==> src/rtl/riscv_pkg.sv <==
// Shared FPU definitions: instruction opcodes, canonical NaN and helpers
// for the sign-injection family.
package riscv_pkg;

  typedef enum logic [4:0] {
    FADD_S,
    FSUB_S,
    FMUL_S,
    FDIV_S,
    FSGNJ_S,
    FSGNJN_S,
    FSGNJX_S,
    FMIN_S,
    FMAX_S,
    FADD_D,
    FSUB_D,
    FSGNJ_D,
    FSGNJN_D,
    FSGNJX_D
  } instr_op_e;

  localparam logic [31:0] FP_CANON_NAN_S = 32'h7FC0_0000;

  function automatic logic op_is_sgnj_s(instr_op_e op);
    return (op == FSGNJ_S) || (op == FSGNJN_S) || (op == FSGNJX_S);
  endfunction

  function automatic logic op_is_sgnj_d(instr_op_e op);
    return (op == FSGNJ_D) || (op == FSGNJN_D) || (op == FSGNJX_D);
  endfunction

  // Injected sign: copy, negate or xor the sign of fs2 into fs1.
  function automatic logic sgnj_sign(instr_op_e op, logic sa, logic sb);
    logic s;
    case (op)
      FSGNJ_S, FSGNJ_D:   s = sb;
      FSGNJN_S, FSGNJN_D: s = ~sb;
      default:            s = sa ^ sb;
    endcase
    return s;
  endfunction

endpackage

==> src/rtl/fp_pipe_stage.sv <==
// One elastic valid/ready register stage. Loads whenever it is empty or its
// content is leaving, so bubbles collapse without waiting for downstream.
module fp_pipe_stage #(
  parameter int W = 8
) (
  input  logic         i_clk,
  input  logic         i_rst_n,
  input  logic         i_valid,
  output logic         o_ready,
  input  logic [W-1:0] i_data,
  output logic         o_valid,
  input  logic         i_ready,
  output logic [W-1:0] o_data
);

  logic         valid_q, valid_d;
  logic [W-1:0] data_q, data_d;

  assign o_ready = !valid_q || i_ready;
  assign o_valid = valid_q;
  assign o_data  = data_q;

  // Next state: take upstream content when there is room, otherwise hold.
  always_comb begin
    valid_d = valid_q;
    data_d  = data_q;
    if (o_ready) begin
      valid_d = i_valid;
      if (i_valid) data_d = i_data;
    end
  end

  // Stage register with synchronous active-low clear.
  always_ff @(posedge i_clk) begin
    if (!i_rst_n) begin
      valid_q <= 1'b0;
      data_q  <= '0;
    end else begin
      valid_q <= valid_d;
      data_q  <= data_d;
    end
  end

endmodule

==> src/rtl/fp_sign_inject_pipe.sv <==
// Pipelined FSGNJ/FSGNJN/FSGNJX unit for single and (FLEN=64) double
// precision with NaN-boxing. Result is formed at entry and then carried,
// with its tag, through STAGES elastic register stages.
// Optional build macro: FP_SGNJ_NANBOX_CHECK_EN -- when defined, improperly
// boxed single-precision operands are replaced by the canonical NaN.
module fp_sign_inject_pipe
  import riscv_pkg::*;
#(
  parameter int FLEN   = 64,
  parameter int STAGES = 2,
  parameter int TAG_W  = 5
) (
  input  logic             i_clk,
  input  logic             i_rst_n,
  input  logic             i_valid,
  output logic             o_ready,
  input  logic [FLEN-1:0]  i_operand_a,
  input  logic [FLEN-1:0]  i_operand_b,
  input  instr_op_e        i_operation,
  input  logic [TAG_W-1:0] i_tag,
  output logic             o_valid,
  input  logic             i_ready,
  output logic [FLEN-1:0]  o_result,
  output logic [TAG_W-1:0] o_tag,
  output logic             o_busy
);

  localparam int W = FLEN + TAG_W;

  if (FLEN != 32 && FLEN != 64) begin : g_bad_flen
    $error("fp_sign_inject_pipe: FLEN must be 32 or 64");
  end
  if (STAGES < 1) begin : g_bad_stages
    $error("fp_sign_inject_pipe: STAGES must be at least 1");
  end

  logic            op_single, op_double, op_ok;
  logic [FLEN-1:0] res;
  logic            unused_operands;

  // Some operand bits never reach the result in a given build.
  assign unused_operands = ^{i_operand_a, i_operand_b};

  // Decode: double-precision ops exist only in a 64-bit register file.
  always_comb begin
    op_single = op_is_sgnj_s(i_operation);
    op_double = (FLEN == 64) && op_is_sgnj_d(i_operation);
    op_ok     = op_single || op_double;
  end

  if (FLEN == 64) begin : g_flen64
    logic [31:0] a_s, b_s;

    // Unbox single-precision operands, then build the entry result.
    always_comb begin
`ifdef FP_SGNJ_NANBOX_CHECK_EN
      a_s = (&i_operand_a[63:32]) ? i_operand_a[31:0] : FP_CANON_NAN_S;
      b_s = (&i_operand_b[63:32]) ? i_operand_b[31:0] : FP_CANON_NAN_S;
`else
      a_s = i_operand_a[31:0];
      b_s = i_operand_b[31:0];
`endif
      if (op_double) begin
        res = {sgnj_sign(i_operation, i_operand_a[63], i_operand_b[63]),
               i_operand_a[62:0]};
      end else begin
        res = {32'hFFFF_FFFF, sgnj_sign(i_operation, a_s[31], b_s[31]), a_s[30:0]};
      end
    end
  end else begin : g_flen32
    // Single precision only, no boxing in a 32-bit register file.
    always_comb begin
      res = {sgnj_sign(i_operation, i_operand_a[FLEN-1], i_operand_b[FLEN-1]),
             i_operand_a[FLEN-2:0]};
    end
  end

  logic [STAGES:0] stg_valid;
  logic [STAGES:0] stg_ready;
  logic [W-1:0]    stg_data [0:STAGES];

  assign stg_valid[0]      = i_valid && op_ok;
  assign stg_data[0]       = {res, i_tag};
  assign stg_ready[STAGES] = i_ready;

  for (genvar k = 0; k < STAGES; k++) begin : g_stage
    fp_pipe_stage #(.W(W)) u_stage (
      .i_clk   (i_clk),
      .i_rst_n (i_rst_n),
      .i_valid (stg_valid[k]),
      .o_ready (stg_ready[k]),
      .i_data  (stg_data[k]),
      .o_valid (stg_valid[k+1]),
      .i_ready (stg_ready[k+1]),
      .o_data  (stg_data[k+1])
    );
  end

  // Ready is offered even for unsupported ops; they are simply not loaded.
  assign o_ready  = stg_ready[0];
  assign o_valid  = stg_valid[STAGES];
  assign o_result = stg_data[STAGES][W-1:TAG_W];
  assign o_tag    = stg_data[STAGES][TAG_W-1:0];
  assign o_busy   = |stg_valid[STAGES:1];

endmodule
==> config.mk <==
export PLATFORM = sky130hd
export DESIGN_NAME = fp_sign_inject_pipe
export DESIGN_NICKNAME = d
export VERILOG_FILES = /design/src/rtl/riscv_pkg.sv /design/src/rtl/fp_pipe_stage.sv /design/src/rtl/fp_sign_inject_pipe.sv
export SDC_FILE = /design/constraint.sdc
export NUM_CORES = 1
export LEC_CHECK = 0
export CAP_MARGIN = 20
export CORE_AREA = 8 8 116 118
export DETAILED_ROUTE_END_ITERATION = 8
export DIE_AREA = 0 0 124 126
export PLACE_DENSITY = 0.83
export SYNTH_ARGS = -nofsm -noshare
export SYNTH_HDL_FRONTEND = slang
export SYNTH_SLANG_ARGS = --single-unit
==> constraint.sdc <==
create_clock -name i_clk -period 3.6 [get_ports i_clk]
set_input_delay 0.72 -clock i_clk [delete_from_list [all_inputs] [get_ports i_clk]]
set_output_delay 0.72 -clock i_clk [all_outputs]
set_load 0.1 [all_outputs]
==> metrics.csv, run 1 <==
metric,value,unit
path_clk_slew,0.06,ns
synth_area,5199,um2
worst_path_max_delay_cell,clkdlybuf4s50_1,
max_cap_violations,0,
clk_path_buf_depth,2,
cts-root-buf,clkbuf_16,
postCtsHoldBufs,0,
postSynthAreaPerCell,9.169,um2
fin_crit,2.663,ns
cts-resized-gates,0,
cp.depth,1,
path_cells,clkdlybuf4s50_1,
r2r_start,g_stage[1].u_stage.o_valid,
gp_congestion,0.7869,
setup_viol,0,
vias,4383,
rsz0062_at_grt,false,
cp.required,2.88,ns
nets,840,
syn_to_final_growth,42.43,%
crit_path_start_kind,flop,
tns,0,ns
synth_area_leaders,"dfxtp_1 54%, nand2_1 15%, a21boi_0 14%",
postCtsSetupRepairBufs,0,
hold_viol_final,0,
drc,0,
numCtsBuffers,17,
hold_path_class,reg -> reg,
holdPathStages,2,
power.density,499.5,nW/um2
grt_antenna_before_repair,0,
syn_nets,709,
ff_latch_area,2803,um2
clk_latency,0.41,ns
clock_sinks,140,
final_layout_size_suffix_gt1_share,7.314,%
cp_slowest_stage_delay,1.15,ns
synth_top_area_cell,dfxtp_1,
die_height,126,um
grt_max_degree,143,
synth_cells,567,
ant_nets,0,
rows,40,
dieArea,15620,um2
start_util,44.39,%
rr_worst_depth,6,
routedWlPerCell,16.38,um
drt_iter0_drc,317,
ys.warnings.count,0,
gr-usage-all-layers,17.77,%
place_hpwl,8.969,mm
htree_levels,4,
multiInputGateArea,2176,um2
fp.coreArea,11710,um2
fin_skew,0.006582,ns
finalCritPeriodShare,73.96,%
status,completed,
cp.arrival,1.94,ns
antennaDiodeCount,0,
ys_seq_elements,140,
tightest_slew,1.034,ns
chipWidth,124,um
io_buffers,151,
relSlewSlack,30.88,%
grt_pass1_vias,4415,
hold_start,g_stage[0].u_stage.o_data[33],
grt-ovfl-total,0,
endpoint_kind,output port,
cellLeakagePower,2.516,nW
grt_pass1_wl,22.07,mm
finalWirelength,14.05,mm
maxSlewViolCount,0,
fmax,375.6,MHz
io_pins,214,
ys_seq_area_share,53.91,%
vias_per_cell,5.108,
crit_family,buffers and inverters,
crit_buf_inv,1,
vdd_drop_max,0.3977,mV
fin_worst_hold_slack,0.4526,ns
critPathKind,reg -> out,
fillers,970,
first_pass_iters,4,
cp_max_fo,3,
synth_top_area_share,53.91,%
crit_start,g_stage[1].u_stage.o_valid,
ys_types,31,
cts_tree,done,
-- cells in the final DEF, fill, tap and decap left out, types with 2 or more instances in the layout --
master,n
a21boi_0,96
a21boi_1,10
a21oi_1,3
buf_12,4
buf_4,6
bufinv_16,4
clkbuf_16,17
clkbuf_8,3
clkdlybuf4s50_1,148
clkinv_2,4
clkinv_4,2
dfxtp_1,140
nand2_1,213
nand3_1,2
nor2_1,2
nor2b_1,3
nor3_1,2
nor3b_1,2
o221a_1,30
o221a_2,2
-- synth_stat cells --
master	count
nand2_1	213
dfxtp_1	140
a21boi_0	96
o221a_1	30
clkbuf_1	26
buf_2	12
a21boi_1	10
buf_6	6
nor2b_1	4
a21oi_1	3
nand3_1	3
nor2_1	2
nor3_1	2
nor3b_1	2
o221a_2	2
a32o_1	1
and3_1	1
buf_1	1
buf_4	1
nand2_4	1
nand2b_1	1
nand3b_1	1
nor2b_2	1
nor3b_2	1
o21a_1	1
o21ai_0	1
o221ai_1	1
or2_2	1
or3b_2	1
xnor2_1	1
xor2_1	1
-- final timing paths --
path                            slack [ns]                       endpoint
worst max-delay path                  0.94                        o_valid
worst min-delay path                  0.45  g_stage[0].u_stage.o_data[33]
worst max register to register        1.67  g_stage[0].u_stage.o_data[16]
worst min register to register        0.45  g_stage[0].u_stage.o_data[33]
-- state kept, by name (all words and copies together), names as in the netlist --
register and count:
g_stage.u_stage.o_valid 2, g_stage.u_stage.o_data 138
-- layout make-up --
type                            count  share of cell area [%]
Tap cell                          147                   2.484
Multi-Input combinational cell    381                   29.38
Clock buffer                       21                   6.353
Clock inverter                     11                   2.230
Sequential cell                   140                   37.85
Timing Repair Buffer              158                   21.70
-- layer usage --
metal	vias to the layer above	wire (um)	GRT usage, %	part of all wire [%]
met5	-	0	0	0
li1	2165	-	-	-
met1	2075	5940	20.54	42
met3	13	1085	5.764	7.7
met2	130	6860	29.38	49
met4	0	164	7.353	1.2
-- power breakdown --
group          switching, mW  internal, mW
registers             0.0171          1.58
logic                  0.114         0.133
clock network          0.639          1.21
total                  0.771          2.93
-- through the flow --
step / worst slack (ns) / instances / utilization, % / area (um2) / power, mW
4_1_cts: 0.9172 / 857 / 63.06 / 7385 / 3.727
5_1_grt: 0.8963 / 858 / 63.23 / 7405 / 3.817
3_3_place_gp: 0.9444 / 825 / 57.63 / 6749 / 1.872
2_1_floorplan: 0.7269 / 567 / - / 5199 / 1.754
6_report: 0.9374 / 858 / 63.23 / 7405 / 3.698
3_5_place_dp: 0.8897 / 825 / 57.63 / 6749 / 1.878
-- cell families (layout without fill, tap and decap cells) --
kind of cell	after synthesis	in the layout	share of synthesized area, %
AND/OR/NAND/NOR	234	234	18.07
XOR/XNOR	2	2	0.3370
buffers and inverters	46	190	4.549
flip-flops	140	140	53.91
AO/OA/AOI/OAI	145	145	23.13
Power figures use the tool's default switching activity.
==> inputs of run 2 (changes only) <==
--- a/config.mk
+++ b/config.mk
@@ -6,10 +6,10 @@
 export NUM_CORES = 1
 export LEC_CHECK = 0
 export CAP_MARGIN = 20
-export CORE_AREA = 8 8 116 118
+export CORE_AREA = 8 8 119 121
 export DETAILED_ROUTE_END_ITERATION = 8
-export DIE_AREA = 0 0 124 126
-export PLACE_DENSITY = 0.83
+export DIE_AREA = 0 0 127 129
+export PLACE_DENSITY = 0.8
 export SYNTH_ARGS = -nofsm -noshare
 export SYNTH_HDL_FRONTEND = slang
 export SYNTH_SLANG_ARGS = --single-unit
==> constraint.sdc (replaced) <==
create_clock -name i_clk -period 2.8 [get_ports i_clk]
set_input_delay 0.56 -clock i_clk [delete_from_list [all_inputs] [get_ports i_clk]]
set_output_delay 0.56 -clock i_clk [all_outputs]
set_load 0.1 [all_outputs]
==> run 2 against run 1 <==
Compared with the run above:
- utilization fell by 5.1 points
- worst hold slack better by 0.0061 ns
- sequential cell count did not move
- global-route usage is 0.99 points lower
- wire length decreased by 3.2%
- critical path depth up 3
- critical endpoint is now o_ready
==> metrics.csv, run 2 (same netlist as run 1, synthesis figures left out) <==
metric,value,unit
multiInputGateArea,2171,um2
fin_skew,0.006661,ns
endpoint_kind,output port,
clk_latency,0.41,ns
grt-ovfl-total,0,
cts_tree,done,
drc,0,
fillers,1042,
chipWidth,127,um
crit_path_start_kind,primary input,
io_pins,214,
max_cap_violations,0,
ff_latch_area,2804,um2
vdd_drop_max,0.3941,mV
hold_path_class,reg -> reg,
status,completed,
htree_levels,4,
nets,841,
post_dp_cell_area,6589,um2
path_cells,clkdlybuf4s50_1 -> nor2b_1 -> nand2_1 -> buf_12,
rsz0062_at_grt,false,
cp.arrival,1.75,ns
rows,41,
cp_slowest_stage_delay,0.42,ns
path_clk_slew,0.05,ns
ant_nets,0,
vias,4350,
setup_viol,0,
postCtsSetupRepairBufs,0,
grt_pass1_vias,4437,
final_area,7157,um2
numCtsBuffers,17,
cts-resized-gates,0,
critPathKind,in -> out,
gr-usage-all-layers,16.77,%
tns,0,ns
start_util,42.23,%
grt_max_degree,85,
syn_to_final_growth,37.67,%
antennaDiodeCount,0,
routedWlPerCell,15.81,um
tightest_slew,0.8407,ns
cp_max_fo,4,
first_pass_iters,4,
finalWirelength,13.60,mm
total_power,4.515,mW
cp.required,2.24,ns
place_hpwl,9.271,mm
dieArea,16380,um2
fmax,433.6,MHz
relSlewSlack,43.83,%
fin_crit,2.306,ns
drt_iter0_drc,242,
maxSlewViolCount,0,
finalCritPeriodShare,82.37,%
cts-root-buf,clkbuf_16,
final_common_cell,nand2_1,
grt_antenna_before_repair,0,
largest_reg_flops,138,
clock_sinks,140,
postCtsHoldBufs,0,
hold_viol_final,0,
final_cell_mix,"213 x nand2_1, 139 x dfxtp_1, 96 x a21boi_0, 78 x clkdlybuf4s50_1, 78 x buf_4",
die_height,129,um
fp.coreArea,12310,um2
io_buffers,151,
grt_pass1_wl,21.88,mm
power.density,630.9,nW/um2
gp_congestion,0.7746,
worst_path_max_delay_cell,clkdlybuf4s50_1,
vias_per_cell,5.058,
final_layout_size_suffix_gt1_share,16.76,%
clk_path_buf_depth,2,
cellLeakagePower,2.625,nW
## run 2: cell count changes in the layout (fill, tap and decap cells not counted), moves of 2 or more
cell / before / now
buf_4: 6 / 78
clkinv_4: 2 / 0
clkdlybuf4s50_1: 148 / 78
bufinv_16: 4 / 2
clkbuf_1: 1 / 3
## run 2: cell type report
class,instances,share of cell area (%)
clock buffers,23,6.678
clock inverters,7,1.259
multi-input cells,381,30.33
flip-flops and latches,140,39.18
well taps,150,2.622
repair buffers,159,19.93
## run 2: critical path, delay by kind of cell
family | cells | cell delay [ns]
buf+inv | 2 | 0.64
simple gates | 2 | 0.54
## run 2: power by group
group	internal [mW]	switching [mW]	leakage [nW]	total [mW]
combinational	0.169	0.144	1.22	0.313
clock	1.37	0.777	0.275	2.14
sequential	2.04	0.0227	1.13	2.06
total	3.57	0.944	2.63	4.52
## run 2: routing by layer
metal / up-vias / GRT usage (%) / wire (um)
met5: - / 0 / 0
met4: 0 / 4.969 / 101
met3: 7 / 8.730 / 1157
met2: 130 / 28.32 / 6720
met1: 2053 / 17.99 / 5618
li1: 2160 / - / -
## run 2: path summary, 6_finish.rpt
| check | depth (start not counted) | slack [ns] | end | start |
|---|---|---|---|---|
| worst max-delay path | 4 | 0.49 | o_ready | i_ready |
| worst min register to register | 2 | 0.46 | g_stage[0].u_stage.o_data[29] | g_stage[0].u_stage.o_data[29] |
| worst min-delay path | 2 | 0.46 | g_stage[0].u_stage.o_data[29] | g_stage[0].u_stage.o_data[29] |
| worst max register to register | 5 | 0.90 | g_stage[1].u_stage.o_data[25] | g_stage[1].u_stage.o_valid |
## run 2: metrics by stage
stage	setup slack (ns)	std cells	util, %	hold slack [ns]
CTS	0.4748	860	58.13	0.4617
global placement	0.2914	830	53.52	0.4430
detailed placement	0.2144	830	53.52	0.4531
global route	0.4154	860	58.13	0.4791
floorplan	0.2426	567	-	0.4353
finish	0.4936	860	58.13	0.4586
